File: config.mk
export PLATFORM = sky130hd
export DESIGN_NAME = uart_tx_feeder
export DESIGN_NICKNAME = d
export VERILOG_FILES = /design/src/rtl/uart_tx_feeder.sv
export SDC_FILE = /design/constraint.sdc
export NUM_CORES = 1
export LEC_CHECK = 0
export ABC_AREA = 1
export CORE_ASPECT_RATIO = 2
export CORE_MARGIN = 5
export CORE_UTILIZATION = 45
export CTS_CLUSTER_SIZE = 24
export DETAILED_ROUTE_END_ITERATION = 6
export DONT_BUFFER_PORTS = 1
export GPL_TIMING_DRIVEN = 0
export PLACE_DENSITY = 0.6
export SETUP_SLACK_MARGIN = 0.02
export SYNTH_ARGS = -nofsm -noshare
export SYNTH_HDL_FRONTEND = slang
export SYNTH_SLANG_ARGS = --single-unit
File: constraint.sdc
create_clock -name clk -period 2.5 [get_ports clk]
set_clock_uncertainty 0.05 [all_clocks]
set_input_delay 0.5 -clock clk [delete_from_list [all_inputs] [get_ports clk]]
set_output_delay 0.5 -clock clk [all_outputs]
set_load 0.01 [all_outputs]
File: src/rtl/uart_tx_feeder.sv
`default_nettype none
// ============================================================================
// Module   : uart_tx_feeder
// Purpose  : Circular byte FIFO that launches one UART frame at a time and
//            tracks the transmitter's busy handshake. The optional flush port
//            is enabled by defining UART_TX_FEEDER_FLUSH_EN.
// Revision : 1.0 - initial release
// ============================================================================
module uart_tx_feeder #(
  parameter int DATA_SIZE  = 8,
  parameter int ADDR_WIDTH = 4
) (
  input  logic                  clk,
  input  logic                  rst,
`ifdef UART_TX_FEEDER_FLUSH_EN
  input  logic                  flush,
`endif
  input  logic                  wr_en,
  input  logic [DATA_SIZE-1:0]  wr_data,
  output logic                  full,
  output logic                  empty,
  output logic [ADDR_WIDTH:0]   count,
  output logic                  overflow,
  input  logic                  tx_busy,
  output logic                  tx_start,
  output logic [DATA_SIZE-1:0]  tx_data
);

  localparam int                    c_DEPTH      = 2 ** ADDR_WIDTH;
  localparam logic [ADDR_WIDTH:0]   c_FULL_COUNT = (ADDR_WIDTH+1)'(c_DEPTH);
  localparam logic [ADDR_WIDTH:0]   c_CNT_ONE    = (ADDR_WIDTH+1)'(1);
  localparam logic [ADDR_WIDTH-1:0] c_PTR_ONE    = ADDR_WIDTH'(1);

  typedef enum logic [1:0] {
    IDLE      = 2'd0,
    WAIT_BUSY = 2'd1,
    WAIT_DONE = 2'd2
  } state_t;

  logic [DATA_SIZE-1:0]  r_mem [c_DEPTH];
  logic [ADDR_WIDTH-1:0] r_wr_ptr;
  logic [ADDR_WIDTH-1:0] r_rd_ptr;
  logic [ADDR_WIDTH:0]   r_count;
  logic                  r_overflow;
  state_t                r_state;
  logic                  r_tx_start;
  logic [DATA_SIZE-1:0]  r_tx_data;

  state_t                w_next_state;
  logic                  w_tx_start_nxt;
  logic [DATA_SIZE-1:0]  w_tx_data_nxt;
  logic                  w_launch;
  logic                  w_flush;
  logic                  w_full;
  logic                  w_empty;
  logic                  w_wr_acc;

`ifdef UART_TX_FEEDER_FLUSH_EN
  assign w_flush = flush;
`else
  assign w_flush = 1'b0;
`endif

  assign w_full   = (r_count == c_FULL_COUNT);
  assign w_empty  = (r_count == '0);
  // Flush swallows any same-cycle write; full always rejects, even alongside a pop.
  assign w_wr_acc = wr_en & ~w_full & ~w_flush;

  // Storage is deliberately left out of reset.
  always_ff @(posedge clk) begin
    if (rst && w_wr_acc) begin
      r_mem[r_wr_ptr] <= wr_data;
    end
  end

  always_ff @(posedge clk) begin
    if (!rst) begin
      r_wr_ptr   <= '0;
      r_rd_ptr   <= '0;
      r_count    <= '0;
      r_overflow <= 1'b0;
    end else begin
      if (wr_en && w_full) begin
        r_overflow <= 1'b1;
      end
      if (w_flush) begin
        r_rd_ptr <= r_wr_ptr;
        r_count  <= '0;
      end else begin
        if (w_wr_acc) begin
          r_wr_ptr <= r_wr_ptr + c_PTR_ONE;
        end
        if (w_launch) begin
          r_rd_ptr <= r_rd_ptr + c_PTR_ONE;
        end
        case ({w_wr_acc, w_launch})
          2'b10:   r_count <= r_count + c_CNT_ONE;
          2'b01:   r_count <= r_count - c_CNT_ONE;
          default: r_count <= r_count;
        endcase
      end
    end
  end

  always_ff @(posedge clk) begin
    if (!rst) begin
      r_state    <= IDLE;
      r_tx_start <= 1'b0;
      r_tx_data  <= '0;
    end else begin
      r_state    <= w_next_state;
      r_tx_start <= w_tx_start_nxt;
      r_tx_data  <= w_tx_data_nxt;
    end
  end

  always_comb begin
    w_next_state   = r_state;
    w_tx_start_nxt = 1'b0;
    w_tx_data_nxt  = r_tx_data;
    w_launch       = 1'b0;
    case (r_state)
      IDLE: begin
        // A flush blocks the pop, so it must also block the launch.
        if (!w_empty && !tx_busy && !w_flush) begin
          w_launch       = 1'b1;
          w_tx_start_nxt = 1'b1;
          w_tx_data_nxt  = r_mem[r_rd_ptr];
          w_next_state   = WAIT_BUSY;
        end
      end
      WAIT_BUSY: begin
        if (tx_busy) begin
          w_next_state = WAIT_DONE;
        end
      end
      WAIT_DONE: begin
        if (!tx_busy) begin
          w_next_state = IDLE;
        end
      end
      default: begin
        w_next_state = IDLE;
      end
    endcase
  end

  assign full     = w_full;
  assign empty    = w_empty;
  assign count    = r_count;
  assign overflow = r_overflow;
  assign tx_start = r_tx_start;
  assign tx_data  = r_tx_data;

endmodule
`default_nettype wire

==> results of run 1 <==
routing by layer:
metal | global-route usage | vias up | routed length [um]
li1 | - | 2226 | -
met1 | 0.225 | 2211 | 6170
met2 | 0.378 | 145 | 9500
met3 | 0.0363 | 42 | 722
met4 | 0.129 | 0 | 1030
met5 | 0 | - | 0
registers in the layout, indices dropped and copies added (netlist names):
name / cells
r_rd_ptr: 4
tx_data: 8
tx_start: 1
r_state: 2
r_mem: 128
overflow: 1
r_wr_ptr: 4
count: 5
cells by family after synthesis:
| kind of cell | Yosys count | share of synthesized area |
|---|---|---|
| flops | 153 | 0.651 |
| fa+ha+maj | 10 | 0.0199 |
| compound gates | 22 | 0.0171 |
| buf+inv | 121 | 0.0788 |
| xor+xnor | 7 | 0.00919 |
| simple gates | 360 | 0.224 |
repair_timing:
action / CTS / global route
setup endpoints to repair: 2 / 91
gates cloned: 0 / 0
endpoints found under the hold margin: 0 / 0
pin swaps: 2 / 0
buffers inserted: 2 / 0
resized for setup: 0 / 5
area by class of cell:
class,count,area share
Tap cell,195,0.0323
Sequential cell,153,0.575
Clock buffer,19,0.0586
Inverter,91,0.0452
Buffer,30,0.0243
Multi-Input combinational cell,399,0.240
Timing Repair Buffer,2,0.00199
Clock inverter,13,0.0224
synth_stat cells (2+ instances only):
cell,instances
nand3_1,99
nor2_1,39
edfxtp_1,128
xor2_1,5
nand4_1,2
o21ai_0,7
xnor2_1,2
clkbuf_1,4
inv_1,86
clkinv_1,3
buf_4,7
a21oi_1,14
dfxtp_1,25
ha_1,9
nand2_2,3
buf_6,2
inv_2,2
buf_2,16
nand2_1,214
worst max-delay path: stages (launching register included):
cell      delay, ns
dfxtp_2        0.37
nor2_2         0.15
nand4_1        0.14
nand2_2        0.11
inv_2          0.05
clkbuf_8       0.16
ha_2           0.24
ha_1           0.34
a21oi_1        0.17
nand2_1        0.08
xor2_1         0.14
o21ai_0        0.14
inv_1          0.05
stage by stage:
step	setup TNS (ns)	setup WS (ns)	instances
floorplan	0	0.237	673
global placement	-0.0279	-0.0279	868
detailed placement	-0.131	-0.0790	868
CTS	0	0.0391	902
global route	0	0.0426	902
finish	0	0.198	902
power groups by stage:
stage,clock [mW],combinational (mW),sequential (mW)
3_3_place_gp,0,1.89,3.13
5_1_grt,2.79,2.19,3.10
2_1_floorplan,0,1.37,3.09
6_report,2.63,1.97,3.09
3_5_place_dp,0,1.92,3.14
4_1_cts,2.67,1.97,3.09
worst paths after layout:
check / startpoint / endpoint / slack (ns) / cells past startpoint
hold reg to reg: r_state[1]$_SDFFE_PN0P_ / r_state[0]$_SDFFE_PN0P_ / 0.39 / 1
setup / recovery: count[0]$_SDFFE_PN0P_ / count[3]$_SDFFE_PN0P_ / 0.20 / 12
setup reg to reg: count[0]$_SDFFE_PN0P_ / count[3]$_SDFFE_PN0P_ / 0.20 / 12
hold / removal: tx_busy / r_state[0]$_SDFFE_PN0P_ / 0.11 / 1
layout by cell type (no fill, tap or decap):
master / n
nand2_1: 214
edfxtp_1: 128
nand3_1: 99
inv_1: 86
nor2_1: 37
dfxtp_1: 23
clkbuf_16: 17
buf_2: 16
a21oi_1: 14
buf_4: 9
ha_1: 8
o21ai_0: 7
clkbuf_1: 5
xor2_1: 5
clkinv_1: 4
nor2_2: 3
nand2_2: 3
bufinv_16: 3
clkinv_4: 3
inv_6: 3
clkinvlp_4: 3
nand4_1: 2
inv_2: 2
clkbuf_8: 2
buf_6: 2
xnor2_1: 2
dfxtp_2: 2
or2_1: 1
a21oi_2: 1
nor4_1: 1
fa_1: 1
ha_2: 1
==> metrics, run 1 <==
vias in the first global route 4689; die span in y 182 um; RSZ-0062 raised after global routing no; crit start category flip-flop; sequential area share after synthesis 0.651; Final nets 716; die area 0.0175 mm2; worst-margin pin slew 0.819 ns; area grow syn2layout 13.2%; syn_area_per_cell 9.91 um2; Top FF cell, synth edfxtp_1; Core Region about 0.015 mm2; Crit Path Max Fanout 10; Post-Route WL 17400 um; clk root buf clkbuf_16; register area 0.00435 mm2; Post-DP HPWL about 12000 um; final core utilization 0.512; clock-pin slew on the worst setup and hold paths approximately 0.060 ns; detailed router's first-iteration violation count 279; Hold Fails Final Rpt 0; top-area cell type share of the netlist area 0.576; Starting Density 0.453; area of the multi-input gates between 0.0015 and 0.002 mm2; Synth Instances 673; Critical Path RT 2.76 ns; CP arrival 2.56 ns; leading area contributor after synthesis edfxtp_1; Via density about 5; total clock sinks between 150 and 200; IO Count 29; # Max-Cap Violations 0; DR WL/cell 19.3 um; Die Span X 96.1 um; largest cells by area after synthesis edfxtp_1 58%, nand2_1 12%, dfxtp_1 7.5%; layout filler cell count 1349; IO buf count 0; CTS Hold Bufs 0; CTS Buffer Depth 2; Setup violations, final 0; crit path capture type flip-flop; f_max 434 MHz; DR DRC count 0; Distinct cells, synth 25; status completed; switching share of total power 0.328; period utilization 0.921; Final Slew Violations 0; drt pass-1 iters 6; PwrDens around 1000 mW/mm2; Pint approximately 5.2 mW; Post-synth ARST share 0; Post-synth EDFFs 128; Worst Hold Class in -> reg; min cycle time layout 2.30 ns; power share of the combinational group 0.256; antenna-violating nets left 0; number of buffers created by CTS 17; syn nets 695; site row count 63; Total Power between 7 and 8 mW; H-tree levels 4; Antenna Cells 0; RePlAce Congestion 0.946; Clk pwr share 0.342; Mapped Area 0.00667 mm2; Max VDD drop approximately 0.75 mV; GR Overflow Total 0; routed vias 4624; kind of critical path reg -> reg; share of cells above drive strength 1 0.0990; worst hold slack 0.106 ns; LEAKAGE between 3 and 4 nW; sw power 2.52 mW; Placement Cell Area between 0.006 and 0.007 mm2; largest net degree at the start of global routing 17; Slew Limit Headroom 0.452; Yosys warning count 0; first-pass GRT wire length 26700 um; later-pin clock latency in the skew report 0.42 ns; Total GRT Usage 0.212; cell area after layout 0.00755 mm2; initial antenna violation count 0; CTS tree yes; Seq pwr share 0.402; Yosys reg bits 153
(Power assumes the default switching activity.)
==> run 2, diff against run 1 <==
- PLACE_DENSITY: 0.6 -> not set
- PLACE_DENSITY_LB_ADDON: not set -> 0.3
==> metrics, run 2 (synthesis results as in run 1) <==
crit path cell chain inv_1 -> nand4_1 -> nand2_2 -> inv_1 -> nand2_1 -> nor2_1 (was nor2_2 -> nand4_1 -> nand2_2 -> inv_2 -> clkbuf_8 -> ha_2 -> ha_1 -> a21oi_1 -> nand2_1 -> xor2_1 -> o21ai_0 -> inv_1); crit start category flip-flop (unchanged); IO Count 29 (unchanged); largest register by flop count r_mem (unchanged); CTS Buffer Depth 2 (unchanged); most frequent cells in the layout 214 x nand2_1, 128 x edfxtp_1, 99 x nand3_1 (unchanged); Antenna Cells 0 (unchanged); status completed (unchanged); area grow syn2layout 13.1% (was 13.2%); DR DRC count 0 (unchanged); Die Span X 96.1 um (unchanged); Starting Density 0.453 (unchanged); antenna-violating nets left 0 (unchanged); total clock sinks 153 (unchanged); IO buf count 0 (unchanged); vias in the first global route 4569 (was 4689); Final Slew Violations 0 (unchanged); PwrDens 1010 mW/mm2 (was 1020 mW/mm2); Worst Hold Class in -> reg (unchanged); CTS tree yes (unchanged); Hold Fails Final Rpt 0 (unchanged); site row count 63 (unchanged); CP arrival 2.31 ns (was 2.56 ns); period utilization 0.922 (was 0.921); cell area after layout 0.00755 mm2 (about the same); slowest stage cell, crit path nor2_1 (was dfxtp_2); M2 GR Usage 0.350 (was 0.378); f_max 434 MHz (about the same); LEAKAGE 3.17 nW (was 3.16 nW); Setup violations, final 0 (unchanged); CTS Hold Bufs 0 (unchanged); die area 0.0175 mm2 (unchanged); most used routing layer met2 (unchanged); slowest stage delay, CP 0.70 ns (was 0.37 ns); die span in y 182 um (unchanged); largest net degree at the start of global routing 17 (unchanged); number of buffers created by CTS 17 (unchanged); min cycle time layout 2.30 ns (about the same); H-tree levels 4 (unchanged); critical path's most frequent cell inv_1; detailed router's first-iteration violation count 360 (was 279); RePlAce Congestion 0.941 (was 0.946); Critical Path RT 2.50 ns (was 2.76 ns); Post-Route WL 16100 um (was 17400 um); Max VDD drop 0.879 mV (was 0.750 mV); DR WL/cell 17.9 um (was 19.3 um); Total GRT Usage 0.197 (was 0.212); Final nets 717 (was 716); Via density 5.07 (was 5.13); initial antenna violation count 0 (unchanged); first-pass GRT wire length 24700 um (was 26700 um); kind of critical path reg -> reg (unchanged); worst-margin pin slew 0.873 ns (was 0.819 ns); drt pass-1 iters 7 (was 6); # Max-Cap Violations 0 (unchanged); Post-DP HPWL 11500 um (was 12500 um); RSZ-0062 raised after global routing yes (was no); worst hold slack 0.0976 ns (was 0.106 ns); later-pin clock latency in the skew report 0.43 ns (was 0.42 ns); Worst path top cell family by delay simple AND/OR/NAND/NOR gates (was adder cells); clock-pin slew on the worst setup and hold paths 0.06 ns (about the same); Placement Cell Area 0.00692 mm2 (unchanged); clk root buf clkbuf_16 (unchanged); crit path capture type flip-flop (unchanged); Core Region 0.0147 mm2 (unchanged); routed vias 4576 (was 4624); max reg flops 128 (unchanged); Slew Limit Headroom 0.416 (was 0.452); met1 Track Usage GR 0.207 (was 0.225); met3 usage 0.0421 (was 0.0363); Crit Path Max Fanout 8 (was 10); GR Overflow Total 0 (unchanged); share of cells above drive strength 1 0.0989 (was 0.0990); CP Buf/Inv Count 2 (was 3); most common cell after layout, fill and taps aside nand2_1 (unchanged)
[run 2: area by class of cell]
type                    instances  area (um2)
plain buffers                  30         184
clock buffers                  18         429
clock inverters                14         175
fillers                      1333        7190
inverters                      91         342
multi-input cells             399        1810
flip-flops and latches        153        4350
well taps                     195         244
repair buffers                  3        22.5
[run 2: routing by layer]
layer	share of wire	up-vias	wire, um
met2	0.54	162	8730
li1	-	2228	-
met1	0.35	2145	5690
met4	0.051	0	822
met5	0	-	0
met3	0.056	41	904
[run 2: path summary, 6_finish.rpt]
path | startpoint | end | slack [ns] | cells past startpoint
max | count[2]$_SDFFE_PN0P_ | r_mem[5][0]$_DFFE_PP_ | 0.20 | 6
min reg2reg | r_state[1]$_SDFFE_PN0P_ | r_state[0]$_SDFFE_PN0P_ | 0.40 | 1
max reg2reg | count[2]$_SDFFE_PN0P_ | r_mem[5][0]$_DFFE_PP_ | 0.20 | 6
min | tx_busy | r_state[0]$_SDFFE_PN0P_ | 0.1 | 1
[run 2: what timing repair did]
item                       CTS  global route
pin swaps                    2             1
gates resized for setup      0             3
setup endpoints to repair    3            26
setup buffers                2             1
hold endpoints to repair     0             0
[run 2: stage by stage]
stage / TNS, ns / std cells / power [mW] / util / setup slack, ns
detailed placement: -0.146 / 868 / 5.00 / 0.469 / -0.0820
global route: -0.00987 / 903 / 7.99 / 0.512 / -0.00987
CTS: 0 / 902 / 7.61 / 0.511 / 0.0309
global placement: -0.0102 / 868 / 4.96 / 0.469 / -0.0102
floorplan: 0 / 673 / 4.46 / - / 0.237
finish: 0 / 903 / 7.60 / 0.512 / 0.196
[run 2: where the power goes]
part	switching [mW]	leakage (nW)	internal, mW	total, mW
logic	1.27	1.52	0.664	1.93
clock network	1.03	0.286	1.57	2.60
registers	0.161	1.36	2.91	3.07
[run 2: worst reg2reg max path, cell delays in order, from the launching register on]
cell and delay [ns]:
dfxtp_1 0.42, inv_1 0.10, nand4_1 0.15, nand2_2 0.15, inv_1 0.18, nand2_1 0.18
nor2_1 0.70
